===== src/rtl/vc_fifo_bank.sv =====
// ---------------------------------------------------------------------------
// vc_fifo_bank
// Bank of NUM_VC independent virtual-channel FIFOs sharing one write port and
// one read port. Each port names its channel every cycle. Every VC keeps its
// own pointers, occupancy count, threshold flags and sticky error bits.
//
// Ports
//   clk, reset        rising-edge clock, asynchronous active-low reset
//   init              operational enable; 0 = requests ignored, FIFO state held
//   wr_enable/wr_vc   push request and target channel, data_in = push data
//   rd_enable/rd_vc   pop request and source channel
//   umbral_full       almost-full threshold (count >= DEPTH - umbral_full)
//   umbral_empty      almost-empty threshold (count <= umbral_empty)
//   clr_err           clears every sticky error bit
//   data_out          registered pop data, one cycle after the accepted pop
//   valid_out         data_out holds a popped entry this cycle
//   full, empty, almost_full, almost_empty   per-VC occupancy flags
//   overflow_err      sticky per VC: a push to a full VC was dropped
//   underflow_err     sticky per VC: a pop hit an empty VC
// ---------------------------------------------------------------------------
module vc_fifo_bank #(
    parameter int DATA_WIDTH = 6,
    parameter int ADDR_WIDTH = 4,
    parameter int NUM_VC     = 2,
    parameter int VC_W       = 1
) (
    input  logic                  clk,
    input  logic                  reset,
    input  logic                  init,
    input  logic                  wr_enable,
    input  logic [VC_W-1:0]       wr_vc,
    input  logic [DATA_WIDTH-1:0] data_in,
    input  logic                  rd_enable,
    input  logic [VC_W-1:0]       rd_vc,
    input  logic [ADDR_WIDTH-1:0] umbral_full,
    input  logic [ADDR_WIDTH-1:0] umbral_empty,
    input  logic                  clr_err,
    output logic [DATA_WIDTH-1:0] data_out,
    output logic                  valid_out,
    output logic [NUM_VC-1:0]     full,
    output logic [NUM_VC-1:0]     empty,
    output logic [NUM_VC-1:0]     almost_full,
    output logic [NUM_VC-1:0]     almost_empty,
    output logic [NUM_VC-1:0]     overflow_err,
    output logic [NUM_VC-1:0]     underflow_err
);

    localparam int                DEPTH     = 1 << ADDR_WIDTH;
    localparam logic [ADDR_WIDTH:0] DEPTH_CNT = (ADDR_WIDTH + 1)'(DEPTH);

    logic [DATA_WIDTH-1:0] mem    [NUM_VC][DEPTH];
    logic [ADDR_WIDTH-1:0] wr_ptr [NUM_VC];
    logic [ADDR_WIDTH-1:0] rd_ptr [NUM_VC];
    logic [ADDR_WIDTH:0]   count  [NUM_VC];

    logic wr_hit, rd_hit, pop_ok, push_ok, same_vc_pop, wr_is_full, rd_is_empty;
    logic [NUM_VC-1:0] push_sel, pop_sel, ovf_sel, udf_sel;

    // Request qualification. A full VC still accepts a push when the same
    // cycle pops that VC, since the freed slot is the one being written.
    always_comb begin
        // NOTE: every always_comb output gets a default first so no path can
        // leave it unassigned and infer a latch.
        push_sel    = '0;
        pop_sel     = '0;
        ovf_sel     = '0;
        udf_sel     = '0;
        wr_hit      = init && wr_enable && (int'(wr_vc) < NUM_VC);
        rd_hit      = init && rd_enable && (int'(rd_vc) < NUM_VC);
        rd_is_empty = rd_hit && (count[rd_vc] == '0);
        pop_ok      = rd_hit && (count[rd_vc] != '0);
        same_vc_pop = pop_ok && (rd_vc == wr_vc);
        wr_is_full  = wr_hit && (count[wr_vc] == DEPTH_CNT);
        push_ok     = wr_hit && (!wr_is_full || same_vc_pop);
        for (int v = 0; v < NUM_VC; v++) begin
            push_sel[v] = push_ok && (int'(wr_vc) == v);
            pop_sel[v]  = pop_ok && (int'(rd_vc) == v);
            ovf_sel[v]  = wr_is_full && !same_vc_pop && (int'(wr_vc) == v);
            udf_sel[v]  = rd_is_empty && (int'(rd_vc) == v);
        end
    end

    // Occupancy flags straight from the registered counts.
    always_comb begin
        full         = '0;
        empty        = '0;
        almost_full  = '0;
        almost_empty = '0;
        for (int v = 0; v < NUM_VC; v++) begin
            full[v]         = (count[v] == DEPTH_CNT);
            empty[v]        = (count[v] == '0);
            almost_full[v]  = (count[v] >= (DEPTH_CNT - {1'b0, umbral_full}));
            almost_empty[v] = (count[v] <= {1'b0, umbral_empty});
        end
    end

    // NOTE: storage has no reset; pointers and counts alone define which
    // entries are live, so the array maps onto plain RAM.
    always_ff @(posedge clk) begin
        if (push_ok) begin
            mem[wr_vc][wr_ptr[wr_vc]] <= data_in;
        end
    end

    // NOTE: all sequential state uses non-blocking assignments so every
    // register samples pre-edge values regardless of statement order.
    always_ff @(posedge clk or negedge reset) begin
        if (!reset) begin
            for (int v = 0; v < NUM_VC; v++) begin
                wr_ptr[v] <= '0;
                rd_ptr[v] <= '0;
                count[v]  <= '0;
            end
            data_out      <= '0;
            valid_out     <= 1'b0;
            overflow_err  <= '0;
            underflow_err <= '0;
        end else begin
            for (int v = 0; v < NUM_VC; v++) begin
                if (push_sel[v]) wr_ptr[v] <= wr_ptr[v] + 1'b1;
                if (pop_sel[v])  rd_ptr[v] <= rd_ptr[v] + 1'b1;
                case ({push_sel[v], pop_sel[v]})
                    2'b10:   count[v] <= count[v] + 1'b1;
                    2'b01:   count[v] <= count[v] - 1'b1;
                    default: count[v] <= count[v];
                endcase
                // A new error event in the same cycle as clr_err wins.
                if (ovf_sel[v])                overflow_err[v] <= 1'b1;
                else if (init && clr_err)      overflow_err[v] <= 1'b0;
                if (udf_sel[v])                underflow_err[v] <= 1'b1;
                else if (init && clr_err)      underflow_err[v] <= 1'b0;
            end
            // valid_out is a one-cycle strobe per accepted pop; an empty pop
            // never forwards same-cycle write data.
            if (pop_ok) begin
                data_out  <= mem[rd_vc][rd_ptr[rd_vc]];
                valid_out <= 1'b1;
            end else begin
                data_out  <= '0;
                valid_out <= 1'b0;
            end
        end
    end

endmodule


===== config.mk =====
export PLATFORM = sky130hd
export DESIGN_NAME = vc_fifo_bank
export DESIGN_NICKNAME = d
export VERILOG_FILES = /design/src/rtl/vc_fifo_bank.sv
export SDC_FILE = /design/constraint.sdc
export NUM_CORES = 1
export LEC_CHECK = 0
export BUFFER_PORTS_ARGS = -buffer_cell sky130_fd_sc_hd__buf_2
export CAP_MARGIN = 20
export CORE_MARGIN = 3
export CORE_UTILIZATION = 50
export CTS_CLUSTER_DIAMETER = 80
export DETAILED_ROUTE_END_ITERATION = 16
export HOLD_SLACK_MARGIN = 0.08
export PLACE_DENSITY_LB_ADDON = 0.15
export SYNTH_ARGS = -nofsm -noshare
export SYNTH_HDL_FRONTEND = slang
export SYNTH_SLANG_ARGS = --single-unit

===== constraint.sdc =====
create_clock -name clk -period 8.4 [get_ports clk]
set_input_delay 1.68 -clock clk [delete_from_list [all_inputs] [get_ports clk]]
set_output_delay 1.68 -clock clk [all_outputs]
set_load 0.005 [all_outputs]

* After elaboration in Yosys (flattened, before gate mapping)
Memories as Yosys holds them, arrays and structs flattened.
Cells that the tools add are included.
** Word-level totals
- Memories kept :: 1
- Output and inout port bits :: 19
- Word-level logic and storage cells :: 104
- Memory bits (writable) :: 192
- Register bits after elaboration :: 37
** Cells by class
- Order comparisons :: 9
- Bitwise operators :: 6
- Add/subtract/negate cells :: 9
- Reduce and logical (&&, ||, !) cells :: 31
- Eq/ne operators :: 8
- Multiplexer cells :: 28
** Memories
- mem :: words 2, bits a word 96, read ports 1, clocked after memory_dff 0, wr ports 1, line 51 : logic [DATA_WIDTH-1:0] mem [NUM_VC][DEPTH];
** Operators with widths (number)
- two-way mux 96 bit :: 1
- two-way mux 5 bit :: 6
- binary-select mux 6 bit (select 4 bit) :: 1
- demux 6 bit (select 4 bit) :: 1
- two-way mux 4 bit :: 6
- two-way mux 6 bit :: 4
- case mux 5 bit (2 select lines) :: 2
- logical AND 1 bit :: 18
- adder 4 x 1 -> 4 bit, second input constant :: 4
- == test 5 bit, second input constant :: 3
- zero test 5 bit :: 3
- nonzero test 2 bit :: 6
- adder 5 x 1 -> 5 bit, second input constant :: 2
- greater-or-equal comparator 5 bit :: 2
- greater-or-equal comparator 5 bit, second input constant :: 2
- less-or-equal comparator 5 x 4 -> 1 bit :: 2
- inverter 4 -> 5 bit :: 2
- subtractor 5 x 1 -> 5 bit, second input constant :: 2
- two-way mux 1 bit :: 7
- less-than comparator 5 x 1 -> 1 bit, second input constant :: 1
- nonzero test 5 bit :: 1
- subtractor 5 x 4 -> 5 bit, first input constant :: 1
- == test 2 x 1 -> 1 bit, second input constant :: 2
- == test 2 bit, second input constant :: 2
- other kinds (6) :: 10

* Depth between registers and ports, before layout
- Word-level depth :: 12
- Gate-level depth with buffers :: 14
- Mapped depth without buffers :: 12

* Worst setup path before layout
OpenSTA, ideal clock, no wires.
- Path type :: input to output
- From :: input umbral_full[0]
- To :: output almost_full[1]
- Required time :: 6.720 ns
- Arrival time :: 2.903 ns
- Setup slack :: 3.817 ns
- Stages on the path :: 8
- Path through :: inv_1 ha_1 inv_1 ha_1 a21o_1 a21o_1 a21o_1 a21o_1
** Between the ends
- Word-level cells in the longest chain between the ends :: 2
** RTL lines
- start: declaration :: line 35 : input logic [ADDR_WIDTH-1:0] umbral_full,
- subtractor 5 x 4 -> 5 bit :: line 92 : almost_full[v] = (count[v] >= (DEPTH_CNT - {1'b0, umbral_full}));
- greater-or-equal comparator 5 bit :: line 92
- end: declaration :: line 42 : output logic [NUM_VC-1:0] almost_full,
Every way passes these cells.

* Worst setup path in the final report
- From :: input umbral_full[0]
- To :: output almost_full[0]
The elaborated chain is that of the path after synthesis.

==> results.txt <==
Clock Skew = 0.0122 ns
Initial Util = 52.0%
Placed Cells = 988
first-pass GRT wire length = 36.4 mm
Synth Flop Type = edfxtp_1
Setup violations, final = 0
Port Buffer Count = 40
TNS Setup = 0 ns
Hold-fix buffers, CTS = 0
Post-Syn Nets = 766
status = finished clean
Seq/Total Area, Yosys = 67.3%
Worst R2R Start = count[7]
# rows = 50
cells after synthesis = 715
fmax = 203 MHz
Final Hold Viols = 0
Synth cell types = 49
share of flip-flops with an asynchronous set or reset = 16.2%
final wirelength = 23.4 mm
post-CTS setup buffer count = 0
WP data required = 6.72 ns
Vias/cell = 5.94
crit-path max FO = 4
fin crit share = 58.7%
Final min period = 4.93 ns
pin count of the biggest net entering global routing = 46
VDD IR max = 0.176 mV
Area Growth Syn to Fin = 11.6%
DRT Pass-1 Iters = 5
H-tree Lvls = 1
Finished Layout Cells = 1032
io pins = 41
CTS root buf = clkbuf_16
share of post-route cells with drive strength above 1 = 13.3%
type of the worst min-delay path = register to register
vias in the first global route = 6208
Overflow after GRT = 0
Die H = 147 um
die area = 21600 um^2
CP Capture Type = primary output
vias = 6126
mean routed wirelength per cell = 22.7 um
number of synthesized register bits = 229
crit path launch = umbral_full[0]
Synth area leaders = edfxtp_1, dfrtp_1, mux2i_1
cts bufs inserted = 24
Worst Hold Slack = 0.478 ns
crit path DAT = 3.25 ns
Core ar. = 19100 um^2
Slew Limit Fails = 0
synth warn = 0
antenna cells = 0
Mapped Area = 9950 um^2
Max-Cap Viols = 0
Final nets = 805
drt initial violations = 550
ANT nets after route = 0
Longest Clk Path Bufs = 3
Final GP Congestion = 0.900
share of the synthesized area in the top cell type = 58.0%
Crit Path Category = input port to primary output
initial antenna violation count = 0
clock sink count = 229
GRT Resource Usage Total = 21.8%
Slew @ Worst Pin = 1.07 ns
DP HPWL = 15.9 mm
number of flops mapped to enable cells by yosys = 192
min-delay src = overflow_err[1]
RSZ-0062 raised after global routing = no
P_leak = 4.05 nW
Clock transition at path regs = 0.06 ns
post-CTS sizing = 0
Residual DRC = 0
Horiz. Die Dim = 147 um
mean post-synth cell area = 13.9 um^2
Skew-Pair Late Insertion Delay = 0.51 ns
Pwr Density = 306 nW/um^2
CTS tree = built
critical path startpoint category = input port
Slew headroom = 28.1%
cell taking the most area after synthesis = edfxtp_1
-- metrics by stage --
stage	area [um^2]	total power (W)	util [%]	setup slack, ns
2_1_floorplan	9950	0.00211	-	3.82
3_3_place_gp	10400	0.00240	54.2	3.53
3_5_place_dp	10400	0.00243	54.2	3.49
4_1_cts	11100	0.00341	58.0	3.48
5_1_grt	11100	0.00356	58.0	3.42
6_report	11100	0.00339	58.0	3.47
-- path summary, 6_finish.rpt --
path                                    to  slack (ns)  cells past startpoint
hold / removal             overflow_err[1]        0.48                      2
min in group asynchronous         count[2]        1.30                      1
setup reg to reg                  count[9]        5.13                     12
max in group asynchronous        rd_ptr[1]        6.53                      1
hold reg to reg            overflow_err[1]        0.48                      2
setup / recovery            almost_full[0]        3.47                     10
-- flip-flops by register name, summed over array words and instances, names as in the netlist --
name / count
mem: 192
count: 10
rd_ptr: 8
wr_ptr: 8
data_out: 6
overflow_err: 2
underflow_err: 2
valid_out: 1
-- power by group --
part           switching [W]  internal, W  leakage, nW
Combinational       0.000538     0.000380         1.52
Clock               0.000410     0.000567        0.351
Sequential          0.000172      0.00133         2.19
Total                0.00112      0.00228         4.05
-- critical path, stage by stage --
cell    delay (ns)
buf_2         0.11
inv_1         0.05
ha_1          0.27
inv_1         0.08
ha_1          0.23
a21o_1        0.16
a21o_1        0.17
a21o_1        0.18
a21o_1        0.18
buf_2         0.13
-- cell usage in the layout (no fill, tap or decap), drive strengths merged, types with 3 or more instances in the layout --
| master | count |
|---|---|
| nand2b | 11 |
| o21a | 4 |
| nor3b | 4 |
| a21oi | 12 |
| nand4 | 10 |
| a32oi | 7 |
| a22oi | 9 |
| a22o | 3 |
| nor2 | 48 |
| mux4 | 5 |
| nor3 | 11 |
| buf | 45 |
| a221oi | 7 |
| mux2i | 39 |
| nand3 | 28 |
| clkbuf | 37 |
| ha | 29 |
| a211oi | 6 |
| dfrtp | 37 |
| mux2 | 19 |
| nand3b | 6 |
| xor2 | 11 |
| inv | 19 |
| nor2b | 5 |
| clkinv | 5 |
| edfxtp | 192 |
| a21o | 8 |
| a31oi | 7 |
| xnor2 | 17 |
| o22ai | 10 |
| o21ai | 16 |
| nand2 | 78 |
| o31ai | 7 |
-- metal layers --
metal	up-vias	track usage [%]	routed length, um
met1	3073	31.3	10200
met2	227	35.8	11200
met5	-	0	0
met3	40	2.90	1510
li1	2786	-	-
met4	0	5.13	505
-- area by class of cell --
class	instances	area [um^2]
clock inverters	7	38.8
flip-flops and latches	229	6690
inverters	19	71.3
repair buffers	45	238
well taps	260	325
multi-input cells	435	3050
fillers	1547	8040
clock buffers	37	692
-- kinds of logic after synthesis --
| family | count (synthesis) | synth area share, % |
|---|---|---|
| muxes | 63 | 7.25 |
| buffers and inverters | 51 | 2.23 |
| xor gates and xnor gates | 28 | 2.47 |
| DFF | 229 | 67.3 |
| adders and majority gates | 29 | 3.65 |
| and+or+nand+nor | 211 | 9.84 |
| AOI/OAI and AO/OA | 104 | 7.30 |
-- Yosys cell counts (2+ instances only) --
master / number
a31oi_1: 7
mux2i_1: 39
a221oi_1: 7
a21oi_1: 12
buf_1: 4
o21a_1: 4
dfrtp_1: 37
a32oi_1: 7
mux2_2: 18
nor2_1: 48
a211oi_1: 6
mux4_2: 5
nand3_1: 28
nand4_1: 10
o21ai_0: 15
o31ai_1: 7
nand2_1: 78
a21o_1: 8
ha_1: 29
a22o_1: 3
buf_6: 2
nand2b_1: 11
or3_1: 2
nor3_1: 11
a22oi_1: 9
edfxtp_1: 192
nor2b_1: 5
xor2_1: 11
and3_1: 2
o2111ai_1: 2
buf_2: 12
clkbuf_1: 14
nor3b_1: 4
o22ai_1: 10
inv_1: 19
or4_1: 2
a222oi_1: 2
nand3b_1: 6
xnor2_1: 17
No activity file was read; power rests on OpenSTA's default activity.
